--- src/rtl/rf_ldst_pkg.sv ---
`default_nettype none
// ============================================================================
//  Module      : rf_ldst_pkg
//  Description : Shared types and default widths for the queued, strided
//                RF load/store command sequencer.
//  Revision    : 1.0 - initial release
// ============================================================================
package rf_ldst_pkg;

   localparam int DEF_RF_ADDR_W    = 10;
   localparam int DEF_LINE_NUM_W   = 8;
   localparam int DEF_SDRAM_ADDR_W = 32;
   localparam int DEF_STRIDE_W     = 16;
   localparam int DEF_QDEPTH       = 4;

   // Command layout as stored in the FIFO (default widths); the top packs
   // fields in this same order, is_store in the MSB.
   typedef struct packed {
      logic                        is_store;
      logic [DEF_RF_ADDR_W-1:0]    rf_addr;
      logic [DEF_SDRAM_ADDR_W-1:0] sdram_addr;
      logic [DEF_LINE_NUM_W-1:0]   line_num;
      logic [DEF_STRIDE_W-1:0]     stride;
   } rf_ldst_cmd_t;

   typedef enum logic [0:0] {
      IDLE  = 1'b0,
      ISSUE = 1'b1
   } rf_ldst_state_e;

endpackage : rf_ldst_pkg
`default_nettype wire

--- src/rtl/rf_ldst_cmd_fifo.sv ---
`default_nettype none
// ============================================================================
//  Module      : rf_ldst_cmd_fifo
//  Description : Generic synchronous FIFO, power-of-two depth, with
//                occupancy count. Head word is presented on o_rdata.
//  Revision    : 1.0 - initial release
// ============================================================================
module rf_ldst_cmd_fifo #(
   parameter int WIDTH = 8,
   parameter int DEPTH = 4
) (
   input  logic                           clk,
   input  logic                           rst_n,
   input  logic                           i_push,
   input  logic [WIDTH-1:0]               i_wdata,
   input  logic                           i_pop,
   output logic [WIDTH-1:0]               o_rdata,
   output logic                           o_full,
   output logic                           o_empty,
   output logic [$clog2(DEPTH+1)-1:0]     o_count
);

   localparam int C_AW = $clog2(DEPTH);
   localparam int C_CW = $clog2(DEPTH+1);

   logic [WIDTH-1:0] r_mem [DEPTH];
   logic [C_AW-1:0]  r_wr_ptr;
   logic [C_AW-1:0]  r_rd_ptr;
   logic [C_CW-1:0]  r_count;
   logic             w_do_push;
   logic             w_do_pop;

   assign o_full    = (r_count == C_CW'(DEPTH));
   assign o_empty   = (r_count == '0);
   assign o_count   = r_count;
   assign o_rdata   = r_mem[r_rd_ptr];
   assign w_do_push = i_push && !o_full;
   assign w_do_pop  = i_pop && !o_empty;

   // Storage array; contents need no reset since the count guards reads.
   always_ff @(posedge clk) begin
      if (w_do_push) begin
         r_mem[r_wr_ptr] <= i_wdata;
      end
   end

   // Pointers and occupancy; pointers wrap naturally at the power-of-two depth.
   always_ff @(posedge clk or negedge rst_n) begin
      if (!rst_n) begin
         r_wr_ptr <= '0;
         r_rd_ptr <= '0;
         r_count  <= '0;
      end else begin
         if (w_do_push) r_wr_ptr <= r_wr_ptr + C_AW'(1);
         if (w_do_pop)  r_rd_ptr <= r_rd_ptr + C_AW'(1);
         case ({w_do_push, w_do_pop})
            2'b10:   r_count <= r_count + C_CW'(1);
            2'b01:   r_count <= r_count - C_CW'(1);
            default: r_count <= r_count;
         endcase
      end
   end

endmodule : rf_ldst_cmd_fifo
`default_nettype wire

--- src/rtl/rf_ldst_sequencer.sv ---
`default_nettype none
// ============================================================================
//  Module      : rf_ldst_sequencer
//  Description : Queues RF load/store commands and expands each one into
//                per-line requests (RF +1, SDRAM +stride per line) with a
//                req/ack handshake towards the RF/SDRAM mover.
//  Revision    : 1.0 - initial release
// ============================================================================
module rf_ldst_sequencer
   import rf_ldst_pkg::*;
#(
   parameter int RF_ADDR_W    = DEF_RF_ADDR_W,
   parameter int LINE_NUM_W   = DEF_LINE_NUM_W,
   parameter int SDRAM_ADDR_W = DEF_SDRAM_ADDR_W,
   parameter int STRIDE_W     = DEF_STRIDE_W,
   parameter int QDEPTH       = DEF_QDEPTH
) (
   input  logic                          clk,
   input  logic                          rst_n,
   input  logic                          cmd_valid,
   output logic                          cmd_ready,
   input  logic                          cmd_is_store,
   input  logic [RF_ADDR_W-1:0]          cmd_rf_addr,
   input  logic [SDRAM_ADDR_W-1:0]       cmd_sdram_addr,
   input  logic [LINE_NUM_W-1:0]         cmd_line_num,
   input  logic [STRIDE_W-1:0]           cmd_stride,
   output logic                          line_req,
   output logic                          line_is_store,
   output logic [RF_ADDR_W-1:0]          line_rf_addr,
   output logic [SDRAM_ADDR_W-1:0]       line_sdram_addr,
   input  logic                          line_ack,
   output logic                          done,
   output logic                          done_is_store,
   output logic                          err_zero_len,
   output logic                          busy,
   output logic [$clog2(QDEPTH+1)-1:0]   q_count
);

   localparam int C_CMD_W = 1 + RF_ADDR_W + SDRAM_ADDR_W + LINE_NUM_W + STRIDE_W;

   logic [C_CMD_W-1:0]      w_push_data;
   logic [C_CMD_W-1:0]      w_head;
   logic                    w_full;
   logic                    w_empty;
   logic                    w_accept;
   logic                    w_push;
   logic                    w_pop;
   logic                    w_line_adv;
   logic                    w_last;

   logic                    w_head_is_store;
   logic [RF_ADDR_W-1:0]    w_head_rf;
   logic [SDRAM_ADDR_W-1:0] w_head_sdram;
   logic [LINE_NUM_W-1:0]   w_head_num;
   logic [STRIDE_W-1:0]     w_head_stride;

   rf_ldst_state_e          r_state;
   rf_ldst_state_e          w_state_nxt;
   logic                    r_dir;
   logic [RF_ADDR_W-1:0]    r_cur_rf;
   logic [SDRAM_ADDR_W-1:0] r_cur_sdram;
   logic [LINE_NUM_W-1:0]   r_remaining;
   logic [STRIDE_W-1:0]     r_stride;
   logic                    r_done;
   logic                    r_done_is_store;
   logic                    r_err_zero;

   // Zero-length commands are handshaken but never occupy a FIFO slot.
   assign cmd_ready   = !w_full;
   assign w_accept    = cmd_valid && cmd_ready;
   assign w_push      = w_accept && (cmd_line_num != '0);
   assign w_push_data = {cmd_is_store, cmd_rf_addr, cmd_sdram_addr, cmd_line_num, cmd_stride};
   assign {w_head_is_store, w_head_rf, w_head_sdram, w_head_num, w_head_stride} = w_head;

   rf_ldst_cmd_fifo #(
      .WIDTH (C_CMD_W),
      .DEPTH (QDEPTH)
   ) u_cmd_fifo (
      .clk     (clk),
      .rst_n   (rst_n),
      .i_push  (w_push),
      .i_wdata (w_push_data),
      .i_pop   (w_pop),
      .o_rdata (w_head),
      .o_full  (w_full),
      .o_empty (w_empty),
      .o_count (q_count)
   );

   // State register.
   always_ff @(posedge clk or negedge rst_n) begin
      if (!rst_n) begin
         r_state <= IDLE;
      end else begin
         r_state <= w_state_nxt;
      end
   end

   // Next state: pop in IDLE, step or finish a command on each accepted line.
   always_comb begin
      w_state_nxt = r_state;
      w_pop       = 1'b0;
      w_line_adv  = 1'b0;
      w_last      = 1'b0;
      case (r_state)
         IDLE: begin
            if (!w_empty) begin
               w_pop       = 1'b1;
               w_state_nxt = ISSUE;
            end
         end
         ISSUE: begin
            if (line_ack) begin
               if (r_remaining > LINE_NUM_W'(1)) begin
                  w_line_adv = 1'b1;
               end else begin
                  w_last      = 1'b1;
                  w_state_nxt = IDLE;
               end
            end
         end
         default: w_state_nxt = IDLE;
      endcase
   end

   // Current-line fields: loaded on pop, advanced on each non-final ack.
   always_ff @(posedge clk or negedge rst_n) begin
      if (!rst_n) begin
         r_dir       <= 1'b0;
         r_cur_rf    <= '0;
         r_cur_sdram <= '0;
         r_remaining <= '0;
         r_stride    <= '0;
      end else if (w_pop) begin
         r_dir       <= w_head_is_store;
         r_cur_rf    <= w_head_rf;
         r_cur_sdram <= w_head_sdram;
         r_remaining <= w_head_num;
         r_stride    <= w_head_stride;
      end else if (w_line_adv) begin
         r_cur_rf    <= r_cur_rf + RF_ADDR_W'(1);
         r_cur_sdram <= r_cur_sdram + SDRAM_ADDR_W'(r_stride);
         r_remaining <= r_remaining - LINE_NUM_W'(1);
      end
   end

   // One-cycle status pulses: command completion and dropped zero-length command.
   always_ff @(posedge clk or negedge rst_n) begin
      if (!rst_n) begin
         r_done          <= 1'b0;
         r_done_is_store <= 1'b0;
         r_err_zero      <= 1'b0;
      end else begin
         r_done          <= w_last;
         r_done_is_store <= w_last ? r_dir : 1'b0;
         r_err_zero      <= w_accept && (cmd_line_num == '0);
      end
   end

   assign line_req        = (r_state == ISSUE);
   assign line_is_store   = r_dir;
   assign line_rf_addr    = r_cur_rf;
   assign line_sdram_addr = r_cur_sdram;
   assign done            = r_done;
   assign done_is_store   = r_done_is_store;
   assign err_zero_len    = r_err_zero;
   assign busy            = !w_empty || (r_state != IDLE);

endmodule : rf_ldst_sequencer
`default_nettype wire

--- config.mk ---
export PLATFORM = sky130hd
export DESIGN_NAME = rf_ldst_sequencer
export DESIGN_NICKNAME = d
export VERILOG_FILES = /design/src/rtl/rf_ldst_pkg.sv /design/src/rtl/rf_ldst_cmd_fifo.sv /design/src/rtl/rf_ldst_sequencer.sv
export SDC_FILE = /design/constraint.sdc
export NUM_CORES = 1
export LEC_CHECK = 0
export CORE_ASPECT_RATIO = 0.8
export CORE_UTILIZATION = 50
export CTS_BUF_LIST = sky130_fd_sc_hd__clkbuf_8 sky130_fd_sc_hd__clkbuf_16
export DETAILED_ROUTE_END_ITERATION = 7
export PLACE_DENSITY_LB_ADDON = 0.3
export SLEW_MARGIN = 15
export SYNTH_ARGS = -nofsm -noshare
export SYNTH_HDL_FRONTEND = slang
export SYNTH_SLANG_ARGS = --single-unit
--- constraint.sdc ---
create_clock -name clk -period 3.35 [get_ports clk]
set_input_delay 0.67 -clock clk [delete_from_list [all_inputs] [get_ports clk]]
set_output_delay 0.67 -clock clk [all_outputs]
set_load 0.02 [all_outputs]
==> results of run 1 <==
[worst max-delay path, stage by stage (launching register included)]
cell and delay, ns:
dfrtp_1 0.41, nor3_1 0.54, nand2b_1 0.18, clkdlybuf4s50_1 0.57
[cells by family (layout without fill, tap and decap cells)]
logic type               count (synthesis)  after routing  synth area share
buffers and inverters                   45            215            0.0123
flip-flops                             346            346             0.709
multiplexers                            67             67             0.107
adder cells (fa/ha/maj)                 26             26            0.0241
AO/OA/AOI/OAI                          122            122            0.0514
AND/OR/NAND/NOR                        221            221            0.0703
XOR/XNOR                                42             42            0.0261
[routing by layer]
layer  wire length, um  up-vias  GRT usage
met5                13        -          0
met3              1790       54     0.0396
met1             13500     4040      0.315
li1                  -     3624          -
met4               500        2     0.0503
met2             13500      243      0.321
[layout make-up]
cell class                      instances  area (um^2)  share of cell area
Multi-Input combinational cell        478         3940               0.232
Sequential cell                       346        10000               0.590
Tap cell                              364          455              0.0268
Timing Repair Buffer                  143         1460              0.0863
Clock buffer                           36          890              0.0524
Inverter                                9         33.8             0.00199
Clock inverter                         27          175              0.0103
[sequential cells by signal, indices dropped and copies added (netlist names), 2 cells and up]
name / cells
u_cmd_fifo.r_wr_ptr: 2
r_stride: 16
line_rf_addr: 10
u_cmd_fifo.o_count: 3
line_sdram_addr: 32
u_cmd_fifo.r_mem: 268
u_cmd_fifo.r_rd_ptr: 2
r_remaining: 8
[placed cells by master, fill, tap and decap left out, drive strengths merged, types with 2 or more instances in the layout]
cell type / count
a211oi: 5
a21o: 4
a21oi: 32
a31oi: 11
and2: 11
and3: 13
and4: 2
buf: 22
bufinv: 2
clkbuf: 36
clkdlybuf4s50: 121
clkinv: 12
dfrtp: 78
edfxtp: 268
fa: 2
ha: 24
inv: 22
mux4: 67
nand2: 123
nand2b: 2
nand3: 13
nand4: 2
nor2: 32
nor2b: 3
nor3: 5
nor4: 4
o211ai: 2
o21a: 2
o21ai: 49
o311ai: 6
o31ai: 4
or2: 2
or3: 5
or4: 3
xnor2: 16
xor2: 26
[power breakdown]
part           internal [W]  switching (W)
sequential          0.00581       0.000784
combinational       0.00241        0.00263
clock               0.00208        0.00156
total                0.0103        0.00497
[final timing paths]
check                                             end  slack [ns]
worst max-delay path                             busy        0.45
worst min-delay path            u_cmd_fifo.o_count[0]        0.19
worst max register to register    line_sdram_addr[28]        0.55
worst min register to register            r_stride[5]        0.50
max in group asynchronous         line_sdram_addr[16]        2.48
min in group clk                          r_stride[5]        0.50
[stage by stage]
stage	total power [W]	util	instances	hold slack, ns	instance area [um^2]
final	0.0153	0.617	1403	0.194	17000
after global routing	0.0161	0.617	1403	0.255	17000
after CTS	0.0154	0.617	1403	0.222	17000
after detailed placement	0.0117	0.578	1340	0.479	15900
after global placement	0.0116	0.578	1340	0.468	15900
after floorplan	0.00986	-	869	0.374	14100
==> impl_results.md, run 1 <==
* Post-synthesis cell type count at 44
* Syn_nets at 966
* Row count at 54
* Synth top area share at 0.570
* RSZ-0062 raised after global routing: no
* Setup CP Type: reg2out
* Starting DRT DRC Count at 582
* Area Growth Syn to Fin at 20.2%
* Final Hold Vio Count at 0
* Initial antenna violation count at 1
* Critical path data required time at 2.68 ns
* CP Capture Type: primary output
* Arrival @ worst endpoint at 2.23 ns
* Clk buf depth at 3
* Sink Count at 346
* Cell Area, Synth at 14100 um^2
* Rel. slew slack at 0.480
* Crit path time final at 2.90 ns
* CTS tree: yes
* Worst Setup SP: u_cmd_fifo.o_count[1]
* Pre-CTS WS at 0.240 ns
* CP Max Fanout at 4
* Hold Path Class: in2async
* Vias in the first global route at 8073
* Die Width at 190 um
* Setup violators final at 0
* Max_cap viols at 0
* WL/cell at 20.9 um
* Total number of vias at 7963
* CTS Hold Bufs at 0
* Static leakage power at 6.00 nW
* CTS buffer count at 35
* Peak Freq at 345 MHz
* Final Cycle Share at 0.866
* Yosys reg bits at 346
* Starting Density at 0.513
* Synth area leaders: edfxtp_1, dfrtp_1, mux4_2
* Status: complete, no violations
* Synth area leader: edfxtp_1
* R2R depth at 9
* Post_cts resized at 0
* Layout cells sized above 1 at 0.142
* Die area at 28900 um^2
* Setup ws final at 0.450 ns
* Dpl hpwl at 19.0 mm
* CP startpoint kind: flip-flop
* Drt first pass iters at 6
* DRC viols at 0
* Seq/Total Area, Yosys at 0.709
* Tot GR Track Use at 0.210
* Core Footprint at 27500 um^2
* Top-count cell post-synth: edfxtp_1
* Mean Syn Cell Area at 16.2 um^2
* DIE HEIGHT at 152 um
* Drt via density at 5.68
* Setup Buffers After CTS at 0
* Cells after Synth at 869
* Placer Congestion at 0.831
* Clock slew at reported path FFs at 0.06 ns
* PortBufs at 122
* Asr flop ratio synth at 0.225
* Grt ovf at 0
* Total Neg Setup Slack at 0 ns
* Synth warn at 0
* Skew final at 0.0139 ns
* # diodes at 0
* Clock root buffer: clkbuf_16
* Post-route ant nets at 0
* Pins Over Slew Limit at 0
* Synth top cells by count: edfxtp_1, nand2_1, dfrtp_1
* First-pass GRT wire length at 46.3 mm
* Max H-tree Level at 2
* # IOs at 123
* Largest net degree at the start of global routing at 54
* Worst-skew pair later-pin latency at 0.52 ns
* Final nets at 1110
* Ys flop type: edfxtp_1
* Total wire length at 29.3 mm
* Slew @ Worst Pin at 0.778 ns
* Number of enable flip-flop cells after synthesis at 268
* Power Density at 900 nW/um^2
* Maximum vdd drop at 0.543 mV
* R2R Path Start: line_sdram_addr[0]
* # fillers at 1995
(Power assumes the default switching activity.)
==> run 2, diff against run 1 <==
==> constraint.sdc (replaced) <==
create_clock -name clk -period 3.35 [get_ports clk]
set_input_delay 0.335 -clock clk [delete_from_list [all_inputs] [get_ports clk]]
set_output_delay 0.335 -clock clk [all_outputs]
set_load 0.02 [all_outputs]
==> run 2 against run 1 <==
Via count grew 0.18%. Cell count shrank 0.14%. Register-to-register slack gained 0.03 ns. Utilization grew 0.24 points. Sequential power is essentially flat. Sequential cell count is the same. Hold slack gained 0.12 ns. Power grew 1.1%. Fmax grew 4.8%. Global-route usage grew 0.40 points. Critical path depth grew 6. Largest cell class unchanged.
==> impl_results.md, run 2 (synthesis gave the netlist of run 1 again) <==
* Status: complete, no violations
* First-pass GRT wire length at 47.1 mm
* Die area at 28900 um^2
* Placer Congestion at 0.880
* Area Growth Syn to Fin at 20.7%
* Clk buf depth at 3
* Post-route ant nets at 0
* Dpl hpwl at 19.2 mm
* Clock share of power at 0.243
* Drt first pass iters at 4
* FF-to-FF setup slack at 0.58 ns
* RSZ-0062 raised after global routing: no
* Total number of vias at 7977
* Setup CP Type: reg2reg
* Final Cycle Share at 0.826
* CP Capture Type: flip-flop
* Worst Setup SP: line_sdram_addr[0]
* Die Width at 190 um
* Pins Over Slew Limit at 0
* Starting Density at 0.513
* R2R depth at 9
* Arrival @ worst endpoint at 3.15 ns
* Fin util at 0.619
* Tot GR Track Use at 0.214
* Power Internal at 0.0104 W
* Setup Buffers After CTS at 0
* Vias in the first global route at 8158
* Max FFs per register at 268
* Max H-tree Level at 2
* Commonest non-fill, non-tap cells in the layout: edfxtp_1, nand2_1, clkdlybuf4s50_1, dfrtp_1, mux4_2
* # diodes at 0
* Sw power at 0.00499 W
* Clock slew at reported path FFs at 0.06 ns
* Row count at 54
* Layout cells sized above 1 at 0.147
* CP startpoint kind: flip-flop
* Grt ovf at 0
* CTS tree: yes
* CTS buffer count at 34
* Sequential Power Share at 0.427
* WL/cell at 21.4 um
* Rel. slew slack at 0.344
* Comb pwr share at 0.330
* CP Max Fanout at 7
* Worst-skew pair later-pin latency at 0.51 ns
* PortBufs at 122
* DRC viols at 0
* Maximum vdd drop at 0.537 mV
* Max_cap viols at 0
* R2R Path Start: line_sdram_addr[0]
* Initial antenna violation count at 1
* Sink Count at 346
* Total Neg Setup Slack at 0 ns
* Clock root buffer: clkbuf_16
* DIE HEIGHT at 152 um
* Critical path data required time at 3.73 ns
* Switching portion of total power at 0.323
* Crit path time final at 2.77 ns
* RR Endpoint: line_sdram_addr[26]
* Post_cts resized at 0
* Core Footprint at 27500 um^2
* Largest reg by FF count: u_cmd_fifo.r_mem
* Peak Freq at 361 MHz
* Leading cell type in the layout, fill and taps excluded: edfxtp_1
* Power Density at 907 nW/um^2
* Starting DRT DRC Count at 777
* Final nets at 1109
* Static leakage power at 6.02 nW
* Largest net degree at the start of global routing at 84
* # IOs at 123
* Drt via density at 5.69
* Skew final at 0.0162 ns
* Slew @ Worst Pin at 0.981 ns
* Total wire length at 29.9 mm
* Setup violators final at 0
* Setup crit end: line_sdram_addr[26]
* Hold Path Class: in2async
* Final Hold Vio Count at 0
## run 2: cell types whose count changed in the layout (fill, tap and decap cells not counted), sizes merged
cell	previous run	this run
buf	22	21
bufinv	2	3
clkbuf	36	38
clkinv	12	8
clkinvlp	0	2
dlygate4sd3	0	1
inv	22	19
## run 2: power by group through the flow
stage | sequential [W] | clock [W] | combinational [W]
5_1_grt | 0.00671 | 0.00401 | 0.00557
4_1_cts | 0.00660 | 0.00384 | 0.00515
3_3_place_gp | 0.00662 | 0 | 0.00503
2_1_floorplan | 0.00668 | 0 | 0.00318
6_report | 0.00659 | 0.00376 | 0.00509
3_5_place_dp | 0.00667 | 0 | 0.00512
## run 2: layout make-up
cell class              count  area [um^2]
fillers                  1985        10500
clock inverters            23          186
clock buffers              38          917
repair buffers            143         1490
flip-flops and latches    346        10000
inverters                   9         33.8
multi-input cells         478         3940
well taps                 364          455
## run 2: layer usage
layer	vias to the layer above	track usage	wire (um)
met1	4077	0.318	13400
li1	3634	-	-
met4	2	0.0476	512
met2	221	0.331	14100
met5	-	0	13
met3	43	0.0433	1960
## run 2: what timing repair did
| item | CTS | global route |
|---|---|---|
| setup endpoints to repair | 0 | 0 |
| hold buffers | 1 | 0 |
| hold endpoints to repair | 30 | 0 |
## run 2: worst max-delay path, cell delays in order, from the launching register on
cell and delay, ns:
dfrtp_1 0.39, ha_1 0.24, fa_1 0.41, a21oi_1 0.23, nor2_1 0.10, o211a_1 0.25
o2111a_1 0.37, o311ai_0 0.41, xor2_1 0.18, o21ai_0 0.08
## run 2: through the flow
stage | setup WS (ns) | hold WS (ns) | total power (W) | cell area, um^2 | std cells
after floorplan | 0.00786 | 0.0394 | 0.00986 | 14100 | 869
after global placement | 0.657 | 0.313 | 0.0116 | 15900 | 1339
after detailed placement | 0.518 | 0.319 | 0.0118 | 15900 | 1339
after CTS | 0.573 | 0.307 | 0.0156 | 17000 | 1401
after global routing | 0.333 | 0.354 | 0.0163 | 17000 | 1401
final | 0.583 | 0.314 | 0.0154 | 17000 | 1401
## run 2: how the worst min path moves through the flow
stage / startpoint / endpoint / slack, ns
floorplan: rst_n / done / 0.04
finish: rst_n / err_zero_len / 0.31
global placement: rst_n / u_cmd_fifo.o_count[0] / 0.31
detailed placement: rst_n / u_cmd_fifo.o_count[0] / 0.32
global route: rst_n / err_zero_len / 0.35
CTS: rst_n / err_zero_len / 0.31
==> run 3, diff against run 2 <==
==> constraint.sdc (replaced) <==
create_clock -name clk -period 2.6 [get_ports clk]
set_input_delay 0.26 -clock clk [delete_from_list [all_inputs] [get_ports clk]]
set_output_delay 0.26 -clock clk [all_outputs]
set_load 0.02 [all_outputs]
==> run 3 against run 2 <==
Power increased by 32%. Via count about the same. Fmax increased by 7.2%. Hold slack got worse by 0.046 ns. Critical path type unchanged. Critical endpoint is now line_sdram_addr[20]. Largest power group unchanged. Highest routed layer is now met4.
==> impl_results.md, run 3 (synthesis gave the netlist of run 1 again) <==
* Peak Freq at 387 MHz
* Commonest non-fill, non-tap cells in the layout: edfxtp_1, nand2_1, clkdlybuf4s50_1, dfrtp_1, mux4_2
* Final Hold Vio Count at 0
* Arrival @ worst endpoint at 2.94 ns
* Initial antenna violation count at 1
* R2R depth at 9
* Status: complete, no violations
* Layout cells sized above 1 at 0.174
* Skew final at 0.00814 ns
* Total wire length at 29.3 mm
* Max FFs per register at 268
* Starting DRT DRC Count at 554
* FF-to-FF setup slack at 0.02 ns
* Largest reg by FF count: u_cmd_fifo.r_mem
* Total number of vias at 7980
* WL/cell at 20.7 um
* Pins Over Slew Limit at 0
* Sink Count at 346
* CP startpoint kind: flip-flop
* Static leakage power at 6.09 nW
* Area Growth Syn to Fin at 23.3%
* Die area at 28900 um^2
* Crit path max-delay cell type: o2111a_2
* R2R Path Start: line_sdram_addr[0]
* Fin util at 0.633
* CTS tree: yes
* Critical path data required time at 2.96 ns
* FF/Latch Area at 10000 um^2
* # diodes at 0
* Row count at 54
* Clock slew at reported path FFs at 0.06 ns
* First-pass GRT wire length at 46.2 mm
* Buf/Inv on CP at 0
* RR Endpoint: line_sdram_addr[20]
* Starting Density at 0.513
* Drt via density at 5.62
* # IOs at 123
* Worst-skew pair later-pin latency at 0.50 ns
* Die Width at 190 um
* Power Density at 1170 nW/um^2
* Clk buf depth at 3
* Max_cap viols at 0
* Grt ovf at 0
* Max H-tree Level at 2
* Drt first pass iters at 5
* Slew @ Worst Pin at 0.659 ns
* Setup violators final at 0
* Vias in the first global route at 8175
* CP peak stage delay at 0.40 ns
* Final nets at 1126
* Area of the multi-input gates at 4120 um^2
* Setup ws final at 0.0191 ns
* DIE HEIGHT at 152 um
* Core Footprint at 27500 um^2
* Placer Congestion at 0.864
* Tot GR Track Use at 0.209
* Setup CP Type: reg2reg
* CP Max Fanout at 7
* CTS buffer count at 35
* Clock root buffer: clkbuf_16
* Top cell family by delay on the critical path: compound AO/OA/AOI/OAI gates
* Leading cell type in the layout, fill and taps excluded: edfxtp_1
* Post-route ant nets at 0
* Largest net degree at the start of global routing at 84
* RSZ-0062 raised after global routing: yes
* Critical-path cell list: ha_1, fa_2, a21oi_2, nor2_1, o211a_1, o2111a_2, o311ai_4, xor2_1, o21ai_0
* Rel. slew slack at 0.561
* # fillers at 1984
* Hold Path Class: in2async
* Placed cell count at 1353
* Fin cells at 1419
* Final Cycle Share at 0.993
* Crit path time final at 2.58 ns
* Maximum vdd drop at 0.718 mV
* CP Capture Type: flip-flop
* DRC viols at 0
* Pre-CTS WS at -0.102 ns
* Dpl hpwl at 18.9 mm
* PortBufs at 122
## run 3: cell types whose count changed in the layout (fill, tap and decap cells not counted), moves of 3 or more
cell / before / now
buf_4: 12 / 26
clkbuf_8: 3 / 0
clkinv_1: 1 / 9
clkinv_2: 7 / 3
ha_1: 24 / 16
ha_4: 0 / 7
o311ai_0: 6 / 2
o311ai_4: 0 / 3
## run 3: through the flow
| stage | cell area [um^2] | power, W | setup TNS (ns) | hold slack (ns) |
|---|---|---|---|---|
| after floorplan | 14100 | 0.0127 | -6.89 | -0.0356 |
| after global placement | 16000 | 0.0151 | -0.290 | 0.260 |
| after detailed placement | 16000 | 0.0153 | -0.358 | 0.258 |
| after CTS | 17200 | 0.0203 | 0 | 0.269 |
| after global routing | 17400 | 0.0215 | -0.217 | 0.306 |
| final | 17400 | 0.0204 | 0 | 0.268 |
## run 3: worst max path at each step
stage	from	endpoint	slack, ns	cells past startpoint
floorplan	u_cmd_fifo.o_count[0]	u_cmd_fifo.r_mem[0][0]	-0.03	5
global placement	line_sdram_addr[0]	line_sdram_addr[28]	-0.08	9
detailed placement	line_sdram_addr[0]	line_sdram_addr[18]	-0.10	9
CTS	line_sdram_addr[2]	line_sdram_addr[25]	0.03	9
global route	line_sdram_addr[0]	line_sdram_addr[20]	-0.06	9
finish	line_sdram_addr[0]	line_sdram_addr[20]	0.02	9
## run 3: layout make-up
type                       count  area share
tap                          364      0.0262
clock buffer                  37      0.0532
multi-input combinational    478       0.237
inverter                       9     0.00194
clock inverter                26      0.0126
timing repair buffer         159      0.0941
sequential                   346       0.575
## run 3: worst register-to-register path, stage by stage (launching register included)
cell	delay, ns
dfrtp_1	0.38
ha_1	0.23
fa_2	0.36
a21oi_2	0.18
nor2_1	0.09
o211a_1	0.24
o2111a_2	0.40
o311ai_4	0.26
xor2_1	0.19
o21ai_0	0.11
## run 3: repair_timing
item / 4_1_cts / 5_1_grt
hold endpoints to repair: 33 / 0
gates cloned: 0 / 0
hold buffers: 1 / 0
setup endpoints to repair: 8 / 14
setup buffers: 0 / 2
gates resized for setup: 8 / 26
pin swaps: 0 / 3
## run 3: where the power goes
group,total [W],switching [W],internal (W)
Clock,0.00494,0.00197,0.00296
Sequential,0.00841,0.000923,0.00749
Combinational,0.00703,0.00359,0.00344
Total,0.0204,0.00649,0.0139
## run 3: routing by layer
| metal | global-route usage | wire length, um | share of wire |
|---|---|---|---|
| met2 | 0.330 | 14100 | 0.48 |
| met3 | 0.0396 | 1810 | 0.062 |
| met4 | 0.0438 | 436 | 0.015 |
| met5 | 0 | 0 | 0 |
| met1 | 0.305 | 13000 | 0.44 |
